## src/rtl/sha256_feeder.sv

```systemverilog
// sha256_feeder
//
// Bridges a byte-counted, big-endian 32-bit message stream to a SHA-256 core
// that consumes one 512-bit block as 16 contiguous words. The feeder applies
// SHA-256 padding and the 64-bit bit-length trailer. It sequences the core
// (reset, block start, completion wait, digest read-out) and presents the
// 256-bit digest with a one-cycle valid pulse.
//
// Ports
//   clk, rst         rising-edge clock, synchronous active-high reset
//   in_valid/ready   message word handshake
//   in_data          message bytes, first byte in [31:24]
//   in_last          final word of the message
//   in_bytes         valid bytes in in_data (0..4; 0 only with in_last)
//   core_rst_n       core reset (active low), pulsed once per message
//   core_calcu_en    block start, high with the first word of each block
//   core_word        word stream into the core
//   core_calcu_rdy   core block-complete indication
//   core_read_en     digest read strobe (8 consecutive cycles)
//   core_word_out    digest word from the core, one cycle after each strobe
//   digest           {H0..H7}, H0 in [255:224]; holds until next update
//   digest_valid     one-cycle pulse when digest is updated
module sha256_feeder (
    input  logic         clk,
    input  logic         rst,
    input  logic         in_valid,
    output logic         in_ready,
    input  logic [31:0]  in_data,
    input  logic         in_last,
    input  logic [2:0]   in_bytes,
    output logic         core_rst_n,
    output logic         core_calcu_en,
    output logic [31:0]  core_word,
    input  logic         core_calcu_rdy,
    output logic         core_read_en,
    input  logic [31:0]  core_word_out,
    output logic [255:0] digest,
    output logic         digest_valid
);

    typedef enum logic [2:0] {CRST, FILL, PAD, SEND, WAIT, READ, DONE} state_t;

    state_t             state, state_nx;
    logic [15:0][31:0]  blk_buf;
    logic [15:0][31:0]  pad_blk;
    logic [15:0][31:0]  xtra_blk;
    logic [4:0]         idx;
    logic [3:0]         cnt;
    logic [31:0]        byte_cnt;
    logic               last_seen;
    logic               extra;
    logic               extra_80;
    logic [2:0]         last_bytes;
    logic [4:0]         last_idx;
    logic [4:0]         p_idx;
    logic [31:0]        tail_word;
    logic [63:0]        len_bits;
    logic [223:0]       dig_sr;
    logic               acc;

    assign in_ready      = (state == FILL) && !idx[4];
    assign acc           = in_ready && in_valid;
    assign core_rst_n    = (state != CRST);
    assign core_calcu_en = (state == SEND) && (cnt == 4'd0);
    assign core_word     = (state == SEND) ? blk_buf[cnt] : 32'h0;
    assign core_read_en  = (state == READ) && !cnt[3];
    assign digest_valid  = (state == DONE);

    assign len_bits = {29'b0, byte_cnt, 3'b0};

    // A full final word (4 bytes) pushes the 0x80 marker into the next word;
    // p_idx == 16 means the marker spills entirely into the extra block.
    assign p_idx = last_idx + (last_bytes[2] ? 5'd1 : 5'd0);

    // Final word with unused bytes cleared and the 0x80 marker inserted.
    always_comb begin
        tail_word = blk_buf[last_idx[3:0]];
        if (!last_bytes[2]) begin
            case (last_bytes[1:0])
                2'd0:    tail_word = 32'h8000_0000;
                2'd1:    tail_word = {tail_word[31:24], 24'h80_0000};
                2'd2:    tail_word = {tail_word[31:16], 16'h8000};
                default: tail_word = {tail_word[31:8], 8'h80};
            endcase
        end
    end

    always_comb begin
        pad_blk = '0;
        for (int j = 0; j < 16; j++) begin
            if (5'(j) < last_idx)       pad_blk[j] = blk_buf[j];
            else if (5'(j) == last_idx) pad_blk[j] = tail_word;
            else if (5'(j) == p_idx)    pad_blk[j] = 32'h8000_0000;
        end
        // Length only fits in this block when the marker leaves words 14/15 free.
        if (p_idx <= 5'd13) begin
            pad_blk[14] = len_bits[63:32];
            pad_blk[15] = len_bits[31:0];
        end
    end

    always_comb begin
        xtra_blk     = '0;
        xtra_blk[0]  = extra_80 ? 32'h8000_0000 : 32'h0;
        xtra_blk[14] = len_bits[63:32];
        xtra_blk[15] = len_bits[31:0];
    end

    always_comb begin
        state_nx = state;
        case (state)
            CRST: state_nx = FILL;
            FILL: begin
                if (acc) begin
                    if (in_last)           state_nx = PAD;
                    else if (idx == 5'd15) state_nx = SEND;
                end
            end
            PAD:  state_nx = SEND;
            SEND: if (cnt == 4'd15) state_nx = WAIT;
            WAIT: begin
                if (core_calcu_rdy) begin
                    if (!last_seen) state_nx = FILL;
                    else if (extra) state_nx = SEND;
                    else            state_nx = READ;
                end
            end
            READ: if (cnt == 4'd8) state_nx = DONE;
            DONE: state_nx = CRST;
            default: state_nx = CRST;
        endcase
    end

    always_ff @(posedge clk) begin
        if (rst) begin
            state      <= CRST;
            idx        <= '0;
            cnt        <= '0;
            byte_cnt   <= '0;
            last_seen  <= 1'b0;
            extra      <= 1'b0;
            extra_80   <= 1'b0;
            last_bytes <= '0;
            last_idx   <= '0;
            digest     <= '0;
        end else begin
            state <= state_nx;
            case (state)
                CRST: begin
                    idx       <= '0;
                    cnt       <= '0;
                    byte_cnt  <= '0;
                    last_seen <= 1'b0;
                    extra     <= 1'b0;
                    extra_80  <= 1'b0;
                end
                FILL: begin
                    cnt <= '0;
                    if (acc) begin
                        idx      <= idx + 5'd1;
                        byte_cnt <= byte_cnt + {29'b0, in_bytes};
                        if (in_last) begin
                            last_seen  <= 1'b1;
                            last_bytes <= in_bytes;
                            last_idx   <= idx;
                        end
                    end
                end
                PAD: begin
                    extra    <= (p_idx >= 5'd14);
                    extra_80 <= (p_idx == 5'd16);
                end
                SEND: cnt <= cnt + 4'd1;
                WAIT: begin
                    cnt <= '0;
                    if (core_calcu_rdy) begin
                        if (!last_seen) idx   <= '0;
                        else if (extra) extra <= 1'b0;
                    end
                end
                READ: begin
                    cnt <= cnt + 4'd1;
                    if (cnt == 4'd8) digest <= {dig_sr, core_word_out};
                end
                default: ;
            endcase
        end
    end

    // Block buffer and digest shift register carry no reset: every word is
    // written before it is sent or presented.
    always_ff @(posedge clk) begin
        if (acc)
            blk_buf[idx[3:0]] <= in_data;
        else if (state == PAD)
            blk_buf <= pad_blk;
        else if ((state == WAIT) && core_calcu_rdy && last_seen && extra)
            blk_buf <= xtra_blk;
        // Digest words arrive one cycle after each strobe (cnt 1..8).
        if ((state == READ) && (cnt != 4'd0))
            dig_sr <= {dig_sr[191:0], core_word_out};
    end

endmodule

```

## config.mk

```make
export PLATFORM = sky130hd
export DESIGN_NAME = sha256_feeder
export DESIGN_NICKNAME = d
export VERILOG_FILES = /design/src/rtl/sha256_feeder.sv
export SDC_FILE = /design/constraint.sdc
export NUM_CORES = 2
export LEC_CHECK = 0
export ABC_AREA = 1
export CAP_MARGIN = 20
export CORE_ASPECT_RATIO = 0.7
export CORE_MARGIN = 8
export CORE_UTILIZATION = 48
export CTS_CLUSTER_SIZE = 28
export DETAILED_ROUTE_END_ITERATION = 6
export PLACE_DENSITY = 0.73
export SYNTH_ARGS = -nofsm -noshare
export SYNTH_HDL_FRONTEND = slang
export SYNTH_SLANG_ARGS = --single-unit
```

## constraint.sdc

```tcl
create_clock -name clk -period 12.4 [get_ports clk]
set_input_delay 1.86 -clock clk [delete_from_list [all_inputs] [get_ports clk]]
set_output_delay 1.86 -clock clk [all_outputs]
set_load 0.02 [all_outputs]
```

* Word level (Yosys, flattened, before mapping) *
Cells that the tools add are included.
W data, S select, Z words.

operators by class
  $add $sub $neg = 4
  reduce and logical (&&, ||, !) cells = 49
  $lt $le $gt $ge = 22
  equal/unequal tests = 66
  multiplexer cells = 87

operator list
  kind                  number
  $mux W32              55
  $mux W512             3
  $bwmux W512           1
  $bmux W32 S4          2
  $demux W32 S4         1
  $pmux W32 S3          1
  $eq A4 B5 Y1 const A  16
  $mux W64              1
  $pmux W32 S2          1
  $ne A3 B3 Y1 const B  14
  $eq A3 B5 Y1 const A  8
  $lt A4 B5 Y1 const A  8
  $reduce_and A2 Y1     18
  $add A32 B3 Y32       1
  $mux W3               8
  $eq A2 B5 Y1 const A  4
  $lt A3 B5 Y1 const A  4
  $pmux W3 S6           1
  $lt A4 B5 Y1 const B  3
  $mux W5               3
  $pmux W5 S3           1
  $reduce_bool A3 Y1    4
  $eq A1 B5 Y1 const A  2
  $logic_not A5 Y1      2
  36 further kinds      66

word-level totals
  word-level logic and storage cells = 255
  output and inout port bits = 293
  input port bits = 72
  bits in registers = 1047

* Logic depth before layout (Yosys ltp) *
  depth in word-level cells = 9
  gate-level depth with buffers = 15
  depth with buffers taken out = 13

* Worst setup path before layout *
Ideal clock, no wire load.

  path type = reg-to-reg
  start point = register cnt[1]
  end point = register dig_sr[0], enable pin
  path slack = -453 ps
  library setup time = 884 ps
  stages on the path, launching flop included = 6
  clock period less this slack = 12853 ps
  path buffers = 2
  arrival time = 11969 ps
  data required time = 11516 ps
  cells stage by stage = dfxtp_1 clkbuf_1 clkinv_1 buf_1 ha_1 a21oi_1

on the way
  cells in the longest elaborated chain, start to end = 2

RTL lines
  element                 RTL line  source
  start, declared         48        logic [3:0] cnt;
  start signal, assigned  173       SEND: cnt <= cnt + 4'd1;
  start signal, assigned  182       cnt <= cnt + 4'd1;
  $reduce_bool A4 Y1      200       if ((state == READ) && (cnt != 4'd0))
  $logic_and A1 B1 Y1     200
  end signal, assigned    201       dig_sr <= {dig_sr[191:0], core_word_out};
  end, declared           58        logic [223:0] dig_sr;

No other way between the ends.
A chain may end at the register's enable or synchronous reset.

* Worst setup path in the final report *
  start point = register cnt[0]
  end point = output port core_word[1]

on the way
  cells in the longest elaborated chain, start to end = 3

RTL lines
  element                         RTL line  source
  $bmux W32 S4                    65        assign core_word = (state == SEND) ? blk_buf[cnt] : 32'h0;
  $mux W32 (implied by the code)  65
  $mux W32                        65
  end, declared                   33        output logic [31:0] core_word,

No other way between the ends. The select of a mux whose other input is x is not followed.

==> flow_summary.json <==
{
  "status": "complete, but fails checks",
  "violations": "DRC",
  "ir_drop_mv": 0.104,
  "grt_pass1_vias": 41900,
  "p_int_uw": 6630,
  "crit_family": "buffers and inverters",
  "cts_buffers": 101,
  "switching_power_uw": 3520,
  "setup_viol": 0,
  "m1WireLength_mm": 70.0,
  "track_usage_pct": 31.4,
  "clk_pin_slew_worst_paths_ps": 70,
  "cts_resized": 0,
  "hold_ws_ps": 443,
  "rsz0062_at_grt": "no",
  "netlist_top_cells_area": "edfxtp_1 (44%), dfxtp_1 (13%), nand2_1 (9.7%)",
  "hold_path_class": "register to register",
  "area.growth.synth_to_final_pct": 15.6,
  "crit_path_top_delay_cell": "dfxtp_4",
  "ys_seq_area_share_pct": 56.9,
  "synth.avg_cell_area_um2": 8.54,
  "min_period_ps": 6940,
  "routed.top_layer": "met5",
  "p_comb_share_pct": 24.4,
  "setup_slack_ps": 5460,
  "clk_latency_ps": 730,
  "htreeDepth": 3,
  "clk_path_buf_depth": 3,
  "cts_tree": "built",
  "cp.arrival_ps": 5080,
  "clock-sinks": 1047,
  "grt_max_degree": 255,
  "worst_setup_path_start_kind": "register",
  "ant_nets": 0,
  "slew-limit-headroom_pct": 15.7,
  "wl_met3_mm": 31.0,
  "hold_buffers": 0,
  "fp-row-count": 98,
  "power.density_mw_per_mm2": 176,
  "cpPeakStageDelay_ps": 920,
  "ys_dominant_reg_cell": "edfxtp_1",
  "dp.cells": 7155,
  "overflow": 0,
  "multi_input_area_mm2": 0.0181,
  "syn_nets": 5910,
  "fin_cells": 7349,
  "core_mm2": 0.102,
  "dp_slack_ps": 6470,
  "vias_per_cell": 6.23,
  "io_pins": 365,
  "ys_ff_latch": 1047,
  "finalSetupTns_ps": 0,
  "fin_nets": 5996,
  "layout-drive-gt1-share_pct": 5.59,
  "yosys_warnings": 0,
  "yosysTopAreaCellShare_pct": 44.4,
  "wl_per_cell_um": 25.9,
  "p_leak_uw": 0.0216,
  "finalHoldViolCount": 0,
  "die_y_um": 285,
  "cp_max_fo": 88,
  "place_hpwl_mm": 111,
  "max_cap_violations": 0,
  "final.period_utilization_pct": 56.0,
  "fin_util_pct": 56.2,
  "dr_wl_met2_mm": 77.8,
  "post_cts_buffers": 0,
  "final_cell_mix": "nand2_1 (1279), nor2_1 (798), edfxtp_1 (736)",
  "cts_root_buf": "clkbuf_16",
  "start_util_pct": 48.6,
  "gp_congestion": 0.939,
  "wirelength_mm": 190,
  "path_cells": "buf_4, buf_4, o21ai_0, o21ai_0, nand2_1, a41oi_1, clkdlybuf4s50_1",
  "vias": 45800,
  "firstDrtPassIters": 7,
  "grt_pass1_wl_mm": 274,
  "clkPwrFrac_pct": 31.5,
  "yosysUniqueCellTypes": 41,
  "synth_cells": 5825,
  "worstPathRequired_ps": 10540,
  "route.detailed.drc": 3,
  "layout_commonest_cell": "nand2_1",
  "fin_skew_ps": 47.5,
  "io_buffers": 364,
  "synth_edf_count": 736,
  "fmax_ghz": 0.144,
  "synthesis.area_mm2": 0.0498,
  "pwr-share-seq_pct": 44.1,
  "antenna_found_initial": 10,
  "worst_pin_slew_ps": 1260,
  "regArea_mm2": 0.0283,
  "crit_buf_inv": 3,
  "crit_type": "register to output pin",
  "design.die.area_mm2": 0.114,
  "slew_violations": 0,
  "drtIter0Drc": 7882,
  "yosysTopAreaCell": "edfxtp_1",
  "end_kind": "output pin",
  "async_reset_ff_share_pct": 0,
  "swShare_pct": 34.7,
  "fillers": 8867,
  "die_x_um": 401
}
## power by group through the flow
stage / Sequential (uW) / Clock (uW) / Combinational [uW]
2_1_floorplan: 4450 / 0 / 1540
3_3_place_gp: 4530 / 0 / 2280
3_5_place_dp: 4530 / 0 / 2330
4_1_cts: 4460 / 3210 / 2340
5_1_grt: 4510 / 3340 / 2620
6_report: 4480 / 3200 / 2470
## synth_stat cells (4+ instances only)
| library cell | number |
|---|---|
| nand2_1 | 1289 |
| nor2_1 | 801 |
| edfxtp_1 | 736 |
| o21ai_0 | 696 |
| o22ai_1 | 463 |
| inv_1 | 418 |
| dfxtp_1 | 311 |
| clkbuf_1 | 308 |
| nand3_1 | 274 |
| a21oi_1 | 208 |
| buf_2 | 75 |
| buf_1 | 41 |
| buf_4 | 34 |
| a41oi_1 | 32 |
| nand2_2 | 22 |
| nand4_1 | 18 |
| nor3_1 | 17 |
| ha_1 | 12 |
| inv_2 | 11 |
| o31ai_1 | 8 |
| nor2_2 | 6 |
| o22ai_2 | 4 |
## logic make-up after synthesis
| logic type | synth area share, % |
|---|---|
| AOI/OAI and AO/OA | 16.0 |
| xor gates and xnor gates | 0.0352 |
| adders and majority gates | 0.342 |
| buffers and inverters | 7.24 |
| DFF | 56.9 |
| and+or+nand+nor | 19.5 |
## layer usage
metal	vias up	GRT usage, %
met4	6	15.4
met5	-	0
met1	21300	42.5
li1	20000	-
met2	3719	44.6
met3	711	11.3
## through the flow
stage	power, uW	cell area [um^2]
5_1_grt	10500	57500
2_1_floorplan	5990	49800
3_3_place_gp	6810	54000
6_report	10200	57500
4_1_cts	10000	57400
3_5_place_dp	6860	54100
## worst paths after layout
check,slack [ps],cells past startpoint,from,to
max,5460,7,cnt[0]$_SDFFE_PP0P_,core_word[1]
min,440,0,dig_sr[185]$_DFFE_PP_,dig_sr[217]$_DFFE_PP_
max reg2reg,7520,9,cnt[0]$_SDFFE_PP0P_,digest[187]$_SDFFE_PP0P_
min reg2reg,440,0,dig_sr[185]$_DFFE_PP_,dig_sr[217]$_DFFE_PP_
## area by class of cell
class                           instances  area share [%]
Antenna cell                            7          0.0304
Clock inverter                         61            1.23
Timing Repair Buffer                  444            7.56
Inverter                              433            2.86
Sequential cell                      1047            49.3
Tap cell                             1350            2.94
Multi-Input combinational cell       3884            31.5
Clock buffer                          123            4.63
## registers in the layout, summed over array words and instances (netlist names), 3 cells and up
signal      count
blk_buf       512
idx             5
last_bytes      3
dig_sr        224
byte_cnt       32
digest        256
cnt             4
last_idx        5
state           3
No activity file was read; power rests on OpenSTA's default activity.
